<file path="src/rtl/lpc_arb_pkg.sv">
// Package: lpc_arb_pkg
// Shared types and constants for lpc_reg_arbiter and its requester picker.
package lpc_arb_pkg;

  // Arbiter access sequence: wait for a request, drive the bank, acknowledge.
  typedef enum logic [1:0] {
    IDLE  = 2'd0,
    ISSUE = 2'd1,
    ACK   = 2'd2
  } arb_state_e;

  // Requester indices; also the bit positions in the packed request vector.
  localparam logic REQ_HOST = 1'b0;
  localparam logic REQ_BMC  = 1'b1;

  // Read data returned when the address is outside the implemented bank.
  localparam logic [7:0] ERR_DATA_DEF = 8'hFF;

endpackage

</file>
<file path="src/rtl/lpc_arb_rr_picker.sv">
// Module: lpc_arb_rr_picker
// Two-way requester pick for lpc_reg_arbiter.
// Default build: round-robin, a tie goes to the requester not granted last.
// With LPC_ARB_HOST_PRIO_EN defined: fixed priority, the host always wins a tie.
module lpc_arb_rr_picker
  import lpc_arb_pkg::*;
(
  input  logic [1:0] i_req,       // bit 0 = host, bit 1 = bmc
  input  logic       i_last_gnt,  // requester granted most recently
  output logic       o_grant      // winner index; only meaningful when any i_req bit is set
);

`ifdef LPC_ARB_HOST_PRIO_EN
  logic w_unused_last;
  assign w_unused_last = i_last_gnt;

  // Fixed priority: the bmc only wins when the host is not requesting.
  always_comb begin
    if (i_req[REQ_HOST]) begin
      o_grant = REQ_HOST;
    end else if (i_req[REQ_BMC]) begin
      o_grant = REQ_BMC;
    end else begin
      o_grant = REQ_HOST;
    end
  end
`else
  // Round-robin: a lone requester wins, a tie goes to the one not served last.
  always_comb begin
    case (i_req)
      2'b01:   o_grant = REQ_HOST;
      2'b10:   o_grant = REQ_BMC;
      2'b11:   o_grant = ~i_last_gnt;
      default: o_grant = REQ_HOST;
    endcase
  end
`endif

endmodule

</file>
<file path="src/rtl/lpc_reg_arbiter.sv">
// Module: lpc_reg_arbiter
// Shares the LPC register-bank access port between the LPC host cycle engine
// (requester 0) and the BMC mailbox (requester 1). One access at a time runs
// through IDLE -> ISSUE -> ACK; Wr/Rd are single-cycle strobes so read-clear
// registers clear exactly once per read.
// Optional build macro: LPC_ARB_HOST_PRIO_EN (fixed host priority instead of
// round-robin; ports and latency unchanged).
module lpc_reg_arbiter
  import lpc_arb_pkg::*;
#(
  parameter int                NUM_REG  = 32,
  parameter int                DATA_W   = 8,
  parameter logic [DATA_W-1:0] ERR_DATA = DATA_W'(ERR_DATA_DEF)
) (
  input  logic                      LpcClock,
  input  logic                      PciReset,
  input  logic                      HostReq,
  input  logic                      HostWr,
  input  logic [7:0]                HostAddr,
  input  logic [DATA_W-1:0]         HostData,
  output logic                      HostAck,
  output logic [DATA_W-1:0]         HostRdData,
  output logic                      HostErr,
  input  logic                      BmcReq,
  input  logic                      BmcWr,
  input  logic [7:0]                BmcAddr,
  input  logic [DATA_W-1:0]         BmcData,
  output logic                      BmcAck,
  output logic [DATA_W-1:0]         BmcRdData,
  output logic                      BmcErr,
  output logic [7:0]                Addr,
  output logic                      Wr,
  output logic                      Rd,
  output logic [DATA_W-1:0]         DataWrSW,
  input  logic [NUM_REG*DATA_W-1:0] DataReg,
  output logic                      Busy
);

  localparam int         IDX_W     = (NUM_REG > 1) ? $clog2(NUM_REG) : 1;
  localparam logic [8:0] NUM_REG_L = 9'(NUM_REG);

  arb_state_e        r_state;
  arb_state_e        w_state_nxt;
  logic              r_gnt;       // requester of the access in flight; also the last grant
  logic              r_lat_wr;    // latched direction; Addr/DataWrSW double as the address/data latch

  logic              w_grant;
  logic              w_load;
  logic              w_sel_wr;
  logic [7:0]        w_sel_addr;
  logic [DATA_W-1:0] w_sel_data;
  logic              w_sel_in_range;
  logic              w_cur_in_range;

  logic              w_wr_nxt;
  logic              w_rd_nxt;
  logic              w_host_ack_nxt;
  logic              w_bmc_ack_nxt;
  logic              w_err_nxt;
  logic [DATA_W-1:0] w_rd_data_nxt;

  logic [DATA_W-1:0] w_regs [NUM_REG];

  genvar g;
  for (g = 0; g < NUM_REG; g++) begin : g_regs
    assign w_regs[g] = DataReg[g*DATA_W +: DATA_W];
  end

  lpc_arb_rr_picker u_picker (
    .i_req      ({BmcReq, HostReq}),
    .i_last_gnt (r_gnt),
    .o_grant    (w_grant)
  );

  assign w_load         = (r_state == IDLE) && (HostReq || BmcReq);
  assign w_sel_wr       = (w_grant == REQ_BMC) ? BmcWr   : HostWr;
  assign w_sel_addr     = (w_grant == REQ_BMC) ? BmcAddr : HostAddr;
  assign w_sel_data     = (w_grant == REQ_BMC) ? BmcData : HostData;
  assign w_sel_in_range = ({1'b0, w_sel_addr} < NUM_REG_L);
  assign w_cur_in_range = ({1'b0, Addr} < NUM_REG_L);

  // State register; reset abandons any access in flight.
  always_ff @(posedge LpcClock) begin
    if (PciReset) begin
      r_state <= IDLE;
    end else begin
      r_state <= w_state_nxt;
    end
  end

  // Next state: grant from IDLE, then exactly one ISSUE and one ACK cycle.
  always_comb begin
    w_state_nxt = IDLE;
    case (r_state)
      IDLE:    w_state_nxt = w_load ? ISSUE : IDLE;
      ISSUE:   w_state_nxt = ACK;
      ACK:     w_state_nxt = IDLE;
      default: w_state_nxt = IDLE;
    endcase
  end

  // Output next-values: strobes are set up on the grant edge so they appear in
  // ISSUE; acks and read data are set up during ISSUE so they appear in ACK.
  always_comb begin
    w_wr_nxt       = 1'b0;
    w_rd_nxt       = 1'b0;
    w_host_ack_nxt = 1'b0;
    w_bmc_ack_nxt  = 1'b0;
    w_err_nxt      = 1'b0;
    w_rd_data_nxt  = '0;
    case (r_state)
      IDLE: begin
        w_wr_nxt = w_load &  w_sel_wr & w_sel_in_range;
        w_rd_nxt = w_load & ~w_sel_wr & w_sel_in_range;
      end
      ISSUE: begin
        w_host_ack_nxt = (r_gnt == REQ_HOST);
        w_bmc_ack_nxt  = (r_gnt == REQ_BMC);
        w_err_nxt      = ~w_cur_in_range;
        // Bank output sampled here is the pre-clear value of read-clear registers.
        if (!w_cur_in_range) begin
          w_rd_data_nxt = ERR_DATA;
        end else if (r_lat_wr) begin
          w_rd_data_nxt = DataWrSW;
        end else begin
          w_rd_data_nxt = w_regs[Addr[IDX_W-1:0]];
        end
      end
      ACK: begin
        w_err_nxt = 1'b0;
      end
      default: begin
        w_err_nxt = 1'b0;
      end
    endcase
  end

  // Grant latch: capture the winner's fields; Addr/DataWrSW hold between accesses.
  always_ff @(posedge LpcClock) begin
    if (PciReset) begin
      Addr     <= 8'h00;
      DataWrSW <= '0;
      r_lat_wr <= 1'b0;
      r_gnt    <= REQ_BMC;  // so the host wins the first tie
    end else if (w_load) begin
      Addr     <= w_sel_addr;
      DataWrSW <= w_sel_data;
      r_lat_wr <= w_sel_wr;
      r_gnt    <= w_grant;
    end
  end

  // Registered strobes, acks, errors and held read data.
  always_ff @(posedge LpcClock) begin
    if (PciReset) begin
      Wr         <= 1'b0;
      Rd         <= 1'b0;
      HostAck    <= 1'b0;
      BmcAck     <= 1'b0;
      HostErr    <= 1'b0;
      BmcErr     <= 1'b0;
      HostRdData <= '0;
      BmcRdData  <= '0;
      Busy       <= 1'b0;
    end else begin
      Wr      <= w_wr_nxt;
      Rd      <= w_rd_nxt;
      HostAck <= w_host_ack_nxt;
      BmcAck  <= w_bmc_ack_nxt;
      Busy    <= (w_state_nxt != IDLE);
      HostErr <= w_host_ack_nxt & w_err_nxt;
      BmcErr  <= w_bmc_ack_nxt & w_err_nxt;
      if (w_host_ack_nxt) begin
        HostRdData <= w_rd_data_nxt;
      end
      if (w_bmc_ack_nxt) begin
        BmcRdData <= w_rd_data_nxt;
      end
    end
  end

endmodule
</file>
<file path="config.mk">
export PLATFORM = sky130hd
export DESIGN_NAME = lpc_reg_arbiter
export DESIGN_NICKNAME = d
export VERILOG_FILES = /design/src/rtl/lpc_arb_pkg.sv /design/src/rtl/lpc_arb_rr_picker.sv /design/src/rtl/lpc_reg_arbiter.sv
export SDC_FILE = /design/constraint.sdc
export NUM_CORES = 1
export LEC_CHECK = 0
export CAP_MARGIN = 25
export CORE_AREA = 2 2 128 130
export DETAILED_ROUTE_END_ITERATION = 10
export DIE_AREA = 0 0 130 132
export MAX_ROUTING_LAYER = met4
export PLACE_DENSITY = 0.75
export SLEW_MARGIN = 20
export SYNTH_ARGS = -nofsm -noshare
export SYNTH_HDL_FRONTEND = slang
export SYNTH_HIERARCHICAL = 1
export SYNTH_SLANG_ARGS = --single-unit
</file>
<file path="constraint.sdc">
create_clock -name LpcClock -period 2.1 [get_ports LpcClock]
set_input_delay 0.42 -clock LpcClock [delete_from_list [all_inputs] [get_ports LpcClock]]
set_output_delay 0.42 -clock LpcClock [all_outputs]
set_load 0.005 [all_outputs]
</file>
# Yosys cells after proc, flatten, opt, wreduce, memory -nomap -nowiden
# Cells that the tools add are included.
# W data, S select, Z words.
# classes
eq_ne,3
order_cmp,3
reduce_logical,5
n_bitwise,11
n_mux,15
# op_table
cell,count
$mux W8,7
$bmux W8 S5,1
$lt A8 B6 Y1 const B,2
$and A1 B1 Y1,6
$ge A6 B6 Y1 const B,1
$not A5 Y6,1
$mux W1,5
$eq A2 B2 Y1 const B,2
$not A1 Y1,4
$pmux W2 S2,1
$eq A2 B1 Y1 const B,1
$logic_not A2 Y1,1
$pmux W1 S2,1
$reduce_bool A2 Y1,1
$reduce_or A2 Y1,1
$logic_and A1 B1 Y1,1
$logic_or A1 B1 Y1,1
# word_totals
word_cells,51
ff_bits,43
in_bits,294

# Depth between registers and ports, before layout
# Gate-level depths: netlist of run 1.
# logic_depth
depth_word,7
ltp_mapped,8

# Modules after synthesis
# The synthesis of run 1 kept the hierarchy.
# by_module_without_submodules
mod,cells_per_inst,area_each_um2,seq_area_each_um2,instances
lpc_reg_arbiter,443,4000.1,860.8,1
lpc_arb_rr_picker,1,11.3,0.0,1

# Worst setup path after synthesis of run 1
# OpenSTA, ideal clock, no wires.
# synth_path
path_type,reg2reg
from,register Addr[1]
to,register HostRdData[4]
t_arrival_ps,1609
setup_slack_ps,369
setup_time_ps,122
path_stages_with_launch,9
synth_period_minus_slack_ps,1731
path_cell_list,dfxtp_1 -> buf_6 -> nor2b_1 -> clkbuf_1 -> buf_2 -> a22oi_1 -> a21oi_1 -> nor4_1 -> a221o_1
# synth_between
elab_chain_cells,7
elab_cells_between_ends,8
cone_classes,1 x order compare; 6 x mux; 1 x bitwise
# synth_lines
element,line,source
start: declaration,lpc_reg_arbiter.sv:31,"output logic [7:0] Addr,"
start signal: assignment,lpc_reg_arbiter.sv:146,Addr <= w_sel_addr;
$not A5 Y6 (implied by the code),lpc_reg_arbiter.sv:126,w_rd_data_nxt = w_regs[Addr[IDX_W-1:0]];
$bmux W8 S5,lpc_reg_arbiter.sv:126,
$mux W8 (implied by the code) (2 in a row),lpc_reg_arbiter.sv:126,
$mux W8,lpc_reg_arbiter.sv:123,end else if (r_lat_wr) begin
$mux W8 *,lpc_reg_arbiter.sv:121,if (!w_cur_in_range) begin
$mux W8 *,lpc_reg_arbiter.sv:111,case (r_state)
end signal: assignment,lpc_reg_arbiter.sv:174,HostRdData <= w_rd_data_nxt;
end: declaration,lpc_reg_arbiter.sv:22,"output logic [DATA_W-1:0] HostRdData,"
# Every way passes the cells marked *; elsewhere a longest branch is shown, timed or not. The select of a mux whose other input is x is not followed.
# A chain may end at the register's enable or synchronous reset.

# Worst setup path in the final report of run 1
# layout_path
from,register Addr[0]
to,output Addr[0]
# No word-level cell between the ends.

==> results of run 1 <==
==> worst max path at each step <==
stage | cells after the start | slack, ns | to
final | 2 | 0.06 | Addr[0]
after global routing | 7 | -0.02 | HostRdData[4]
after CTS | 8 | 0.009 | HostRdData[4]
after detailed placement | 8 | -0.11 | HostRdData[4]
after global placement | 8 | -0.11 | HostRdData[4]
after floorplan | 8 | 0.37 | HostRdData[4]
==> cell usage after synthesis (6+ instances only) <==
library cell | number | share of area
nand2b_1 | 6 | 0.0094
buf_2 | 7 | 0.0087
o31ai_1 | 6 | 0.011
a22oi_1 | 54 | 0.10
dfxtp_1 | 43 | 0.21
nor2_1 | 39 | 0.036
a211oi_1 | 16 | 0.030
clkbuf_1 | 17 | 0.016
nor4_1 | 8 | 0.012
a21oi_1 | 33 | 0.041
mux2i_1 | 133 | 0.33
nand2_1 | 10 | 0.0094
buf_6 | 6 | 0.017
a221o_1 | 10 | 0.025
==> routing by layer <==
layer  vias to the layer above  GRT usage  part of all wire
met3                        18     0.0568             0.093
met2                       222      0.385              0.49
met5                         -          -                 0
li1                       2439          -                 -
met1                      2252      0.250              0.40
met4                         0     0.0376             0.014
==> worst max-delay path, stage by stage, from the launching register on <==
cell and delay, ns:
dfxtp_4 0.44, buf_4 0.33, clkdlybuf4s50_1 0.56
==> cells by family (layout without fill, tap and decap cells) <==
| family | after synthesis | in the layout | synth area share |
|---|---|---|---|
| simple gates | 77 | 77 | 0.0898 |
| flops | 43 | 43 | 0.215 |
| compound gates | 140 | 140 | 0.253 |
| other cells | 0 | 1 | 0 |
| buf+inv | 44 | 395 | 0.0774 |
| mux | 140 | 140 | 0.366 |
==> registers in the layout, summed over array words and instances (netlist names) <==
register    flops
r_lat_wr        1
HostRdData      8
Addr            8
HostErr         1
r_gnt           1
BmcErr          1
Wr              1
HostAck         1
BmcRdData       8
DataWrSW        8
Busy            1
BmcAck          1
Rd              1
r_state         2
==> stage by stage <==
stage / std cells / TNS [ns] / power, W
2_1_floorplan: 444 / 0 / 0.00196
3_3_place_gp: 1000 / -0.188 / 0.00309
3_5_place_dp: 1000 / -0.198 / 0.00309
4_1_cts: 1011 / 0 / 0.00413
5_1_grt: 1012 / -0.0232 / 0.00431
6_report: 1012 / 0 / 0.00409
==> layout make-up <==
cell class | count | area, sq um
tap | 216 | 270
antenna | 1 | 2.50
multi-input combinational | 357 | 2870
clock buffer | 5 | 125
clock inverter | 3 | 66.3
inverter | 3 | 11.3
fill | 1512 | 7680
timing repair buffer | 384 | 3810
sequential | 43 | 867
==> timing repair <==
| action | 4_1_cts | 5_1_grt |
|---|---|---|
| pin swaps | 0 | 1 |
| gates resized for setup | 1 | 5 |
| setup buffers | 3 | 0 |
| endpoints found under the setup margin | 3 | 7 |
==> power by group through the flow <==
stage,combinational (W),sequential [W],clock (W)
2_1_floorplan,0.000970,0.000988,0
3_5_place_dp,0.00206,0.00103,0
5_1_grt,0.00223,0.00102,0.00106
3_3_place_gp,0.00206,0.00103,0
6_report,0.00208,0.00101,0.00100
4_1_cts,0.00209,0.00101,0.00103
==> run_results.csv, run 1 <==
group,metric,value,unit
synth,synthCells,444,
global_routing,overflow,0,
sta,setup_slack,0.0583,ns
hold_path,min_from,"HostRdData[4]",
clocking,clkSinkCount,43,
place,gp_congestion,0.855,
synth,synth_seq_area_share,0.215,
place,dpl_cell_area,7790,sq um
sta,hold_viol,0,
power,comb_power_share,0.508,
sta,worst_slew_pin_slew,0.885,ns
clocking,clkTransAtPathRegs,0.06,ns
synth,async_reset_ff_frac,0,
clocking,cts_tree,"yes",
sta,clock.fmax,0.490,GHz
floorplan,fp.coreArea,15700,sq um
critical_path,required,1.68,ns
place,portBuffers,332,
synth,synthFlopType,"dfxtp_1",
synth,synth-edff-count,0,
sta,skew,0.00518,ns
synth,syn_area,4010,sq um
layout,drive_gt1_frac,0.104,
global_routing,grt_usage,0.218,
critical_path,crit_path_start,"Addr[0]",
layout,final_cell_mix,"clkdlybuf4s50_1, mux2i_1, a22oi_1",
synth,synth-seq-cells,43,
clocking,root_buffer,"clkbuf_16",
global_routing,grt_pass1_vias,5159,
sta,drv_slew,0,
floorplan,io_pins,333,
clocking,clock_latency,0.28,ns
global_routing,grt_max_degree,26,
critical_path,timing.rr.end,"HostRdData[4]",
layout,syn_to_final_growth,100,%
power,switching_power,0.00125,W
critical_path,worst-path-max-fanout,16,
floorplan,placementRows,46,
power,peakVddDrop,531,uV
sta,setup_viol,0,
detailed_routing,drc,0,
sta,slew_headroom,0.407,
synth,synth_nets,738,
outcome,status,"finished, final reports clean",
synth,yosysUniqueCellTypes,37,
hold_path,min_to,"HostRdData[4]",
layout,finish.utilization,0.511,
detailed_routing,firstDrtPassIters,5,
synth,syn_area_per_cell,9.03,sq um
sta,hold_ws,0.496,ns
floorplan,die_area,17200,sq um
sta,period_share,0.972,
synth,yosys_warnings,6,
place,dpl_worst_slack,-0.112,ns
detailed_routing,vias,4931,
place,hpwl,16200,um
layout,nNetsFinal,1088,
hold_path,hold_class,"reg -> reg",
layout,finalInstanceArea,8030,sq um
critical_path,crit_path_end_kind,"primary output",
critical_path,critical_path_class,"reg -> out",
clocking,cts_hold_buf,0,
power,power.density,510,nW/um^2
hold_path,hold_path_depth,1,
detailed_routing,wl,19300,um
power,pwr-share-seq,0.246,
clocking,numCtsBuffers,5,
detailed_routing,drt_iter0_drc,260,
sta,rsz0062_at_grt,"true",
critical_path,reg2reg_slack,0.07,ns
detailed_routing,antenna_left,0,
global_routing,grt_first_pass_wirelength,28100,um
layout,final_common_cell,"clkdlybuf4s50_1",
critical_path,worstReg2RegStart,"Addr[0]",
sta,fin_crit,2.04,ns
critical_path,r2r_cells,7,
power,internal-power,0.00285,W
floorplan,die_y,132,um
power,clkPwrFrac,0.245,
power,swShare,0.305,
detailed_routing,drt-wirelength-per-cell,19.1,um
clocking,cts_max_level,2,
floorplan,start_util,0.255,
global_routing,antenna_found_initial,1,
power,p_leak,2.99,nW
clocking,cts_buffer_depth,2,
critical_path,start_kind,"register",
detailed_routing,vias_per_cell,4.87,
critical_path,worstPathArrival,1.62,ns
job,cap_violations,0,
floorplan,dieWidth,130,um
(Power assumes the default switching activity.)
==> run 2, diff against run 1 <==
CTS_CLUSTER_SIZE = 20   (was not set)
==> results of run 2 <==
Same layout as run 1: the final DEF is identical, and so are final timing and power.
==> run 3, diff against run 2 <==
CORE_AREA = 2 2 131 133   (was 2 2 128 130)
DIE_AREA = 0 0 133 135   (was 0 0 130 132)
PLACE_DENSITY = 0.73   (was 0.75)
REMOVE_ABC_BUFFERS = 1   (was not set)
SKIP_CTS_REPAIR_TIMING = 1   (was not set)
SYNTH_HIERARCHICAL = not set   (was 1)
==> run_results.csv, run 3 <==
group,metric,value,unit
layout,nNetsFinal,1089,
sta,period_share,0.963,
clocking,clkTransAtPathRegs,0.06,ns
floorplan,fp.coreArea,16400,sq um
clocking,numCtsBuffers,5,
floorplan,dieWidth,133,um
floorplan,die_y,135,um
synth,async_reset_ff_frac,0,
critical_path,worst-path-buf-inv,2,
power,p_leak,2.97,nW
synth,synthFlopType,"dfxtp_1",
critical_path,max_stage_delay,0.59,ns
critical_path,crit_path_top_delay_cell,"mux4_1",
detailed_routing,drc,0,
critical_path,start_kind,"register",
layout,drive_gt1_frac,0.0905,
critical_path,crit_path_cell_trace,"buf_12, mux4_1, nor2b_1, nor3_1, buf_4, or3_1, o31ai_1",
synth,yosysUniqueCellTypes,40,
clocking,clkSinkCount,43,
synth,synth_top_area_frac,0.329,
sta,skew,0.00414,ns
global_routing,overflow,0,
place,gp_congestion,0.833,
global_routing,grt_first_pass_wirelength,28100,um
detailed_routing,vias_per_cell,4.85,
sta,slew_headroom,0.381,
clocking,cts_max_level,2,
synth,synth-edff-count,0,
critical_path,r2r_cells,7,
synth,yosys_warnings,0,
global_routing,grt_usage,0.208,
hold_path,hold_class,"reg -> reg",
critical_path,crit_path_start,"Addr[0]",
place,portBuffers,332,
critical_path,reg2reg_slack,0.08,ns
global_routing,grt_max_degree,27,
critical_path,required,2.27,ns
detailed_routing,vias,4932,
sta,hold_viol,0,
critical_path,critical_path_depth,7,
floorplan,start_util,0.250,
clocking,cts_tree,"yes",
layout,final_common_cell,"clkdlybuf4s50_1",
sta,setup_tns,0,ns
power,power.density,477,nW/um^2
detailed_routing,wl,19000,um
critical_path,worst-path-max-fanout,10,
sta,drv_slew,0,
layout,finalInstanceArea,8020,sq um
synth,post-synth-top-count-cell,"mux2i_1",
global_routing,antenna_found_initial,1,
layout,syn_to_final_growth,95.6,%
critical_path,worstPathArrival,2.19,ns
critical_path,endpoint,"HostRdData[3]",
floorplan,die_area,18000,sq um
job,cap_violations,0,
critical_path,worstReg2RegStart,"Addr[0]",
sta,fin_crit,2.02,ns
hold_path,min_from,"BmcRdData[3]",
floorplan,placementRows,47,
synth,syn_area_per_cell,9.03,sq um
sta,clock.fmax,0.494,GHz
critical_path,crit_path_end_kind,"register",
detailed_routing,drt_iter0_drc,225,
sta,setup_slack,0.0777,ns
sta,rsz0062_at_grt,"false",
place,dpl_worst_slack,-0.120,ns
critical_path,timing.rr.end,"HostRdData[3]",
power,peakVddDrop,632,uV
critical_path,critical_path_class,"reg -> reg",
detailed_routing,antenna_left,0,
global_routing,grt_pass1_vias,4996,
sta,setup_viol,0,
clocking,clock_latency,0.28,ns
clocking,root_buffer,"clkbuf_16",
floorplan,io_pins,333,
critical_path,cp_top_family,"multiplexers",
place,dpl_cell_area,7850,sq um
synth,ys_top_cells_by_count,"mux2i_1, a22oi_1, dfxtp_1, nor2_1, a21oi_1",
sta,worst_slew_pin_slew,0.924,ns
detailed_routing,firstDrtPassIters,5,
outcome,status,"finished, final reports clean",
place,hpwl,15700,um
layout,final_cell_mix,"clkdlybuf4s50_1, mux2i_1, a22oi_1",
synth,syn_area,4100,sq um
clocking,cts_buffer_depth,2,
synth,synth_seq_area_share,0.210,
synth,synth-seq-cells,43,
detailed_routing,drt-wirelength-per-cell,18.6,um
synth,yosys.area.top_type,"mux2i_1",
synth,synthTopCellsByArea,"mux2i_1, dfxtp_1, a22oi_1",
synth,synthCells,454,
run 3: cell count changes in the layout (fill, tap and decap cells not counted), moves of 5 or more:
cell / change
mux2i_1: +5
nor4_1: -5
buf_4: -10
a22oi_1: -8
a21oi_1: +5
o22ai_1: +5
run 3: tightest hold or removal path, delay by kind of cell, from the launching register on:
kind / cells / cell delay, ns
AO/OA/AOI/OAI: 2 / 0.11
flip-flops: 1 / 0.33
run 3: kinds of logic (layout without fill, tap and decap cells):
group | Yosys count | in the layout | synth area share
AO/OA/AOI/OAI | 142 | 142 | 0.249
buffers and inverters | 47 | 389 | 0.0848
flip-flops | 43 | 43 | 0.210
multiplexers | 140 | 140 | 0.359
other | 0 | 1 | 0
AND/OR/NAND/NOR | 82 | 82 | 0.0976
run 3: final cells by class:
cell class / instances / area [sq um]
Clock inverter: 1 / 5.00
Sequential cell: 43 / 867
Clock buffer: 7 / 143
Inverter: 4 / 15.0
Antenna cell: 1 / 2.50
Fill cell: 1549 / 8380
Timing Repair Buffer: 377 / 3800
Multi-Input combinational cell: 364 / 2920
Tap cell: 220 / 275
run 3: how the worst min path moves through the flow:
| stage | end | slack [ns] | cells past startpoint |
|---|---|---|---|
| after floorplan | r_state[1] | 0.46 | 1 |
| after global placement | BmcRdData[3] | 0.46 | 2 |
| after detailed placement | BmcRdData[3] | 0.46 | 2 |
| after CTS | BmcRdData[3] | 0.47 | 2 |
| after global routing | BmcRdData[3] | 0.49 | 2 |
| final | BmcRdData[3] | 0.47 | 2 |
run 3: power breakdown:
group,total [W],switching [W],internal (W)
Clock,0.000767,0.000296,0.000471
Combinational,0.00206,0.000816,0.00125
Sequential,0.000997,0.0000921,0.000905
run 3: per-stage QoR:
step                power, W  hold slack, ns  instances  utilization
global route         0.00405           0.487       1017        0.489
finish               0.00383           0.472       1017        0.489
floorplan            0.00194           0.457        411            -
CTS                  0.00385           0.470       1015        0.487
global placement     0.00306           0.455       1007        0.478
detailed placement   0.00307           0.456       1007        0.478
run 3: layer usage:
metal	share of wire	vias to the layer above	track usage	routed length (um)
met5	0	-	-	0
met4	0.016	0	0.0454	306
met3	0.080	24	0.0443	1530
met2	0.50	224	0.364	9410
met1	0.41	2241	0.246	7720
li1	-	2443	-	-
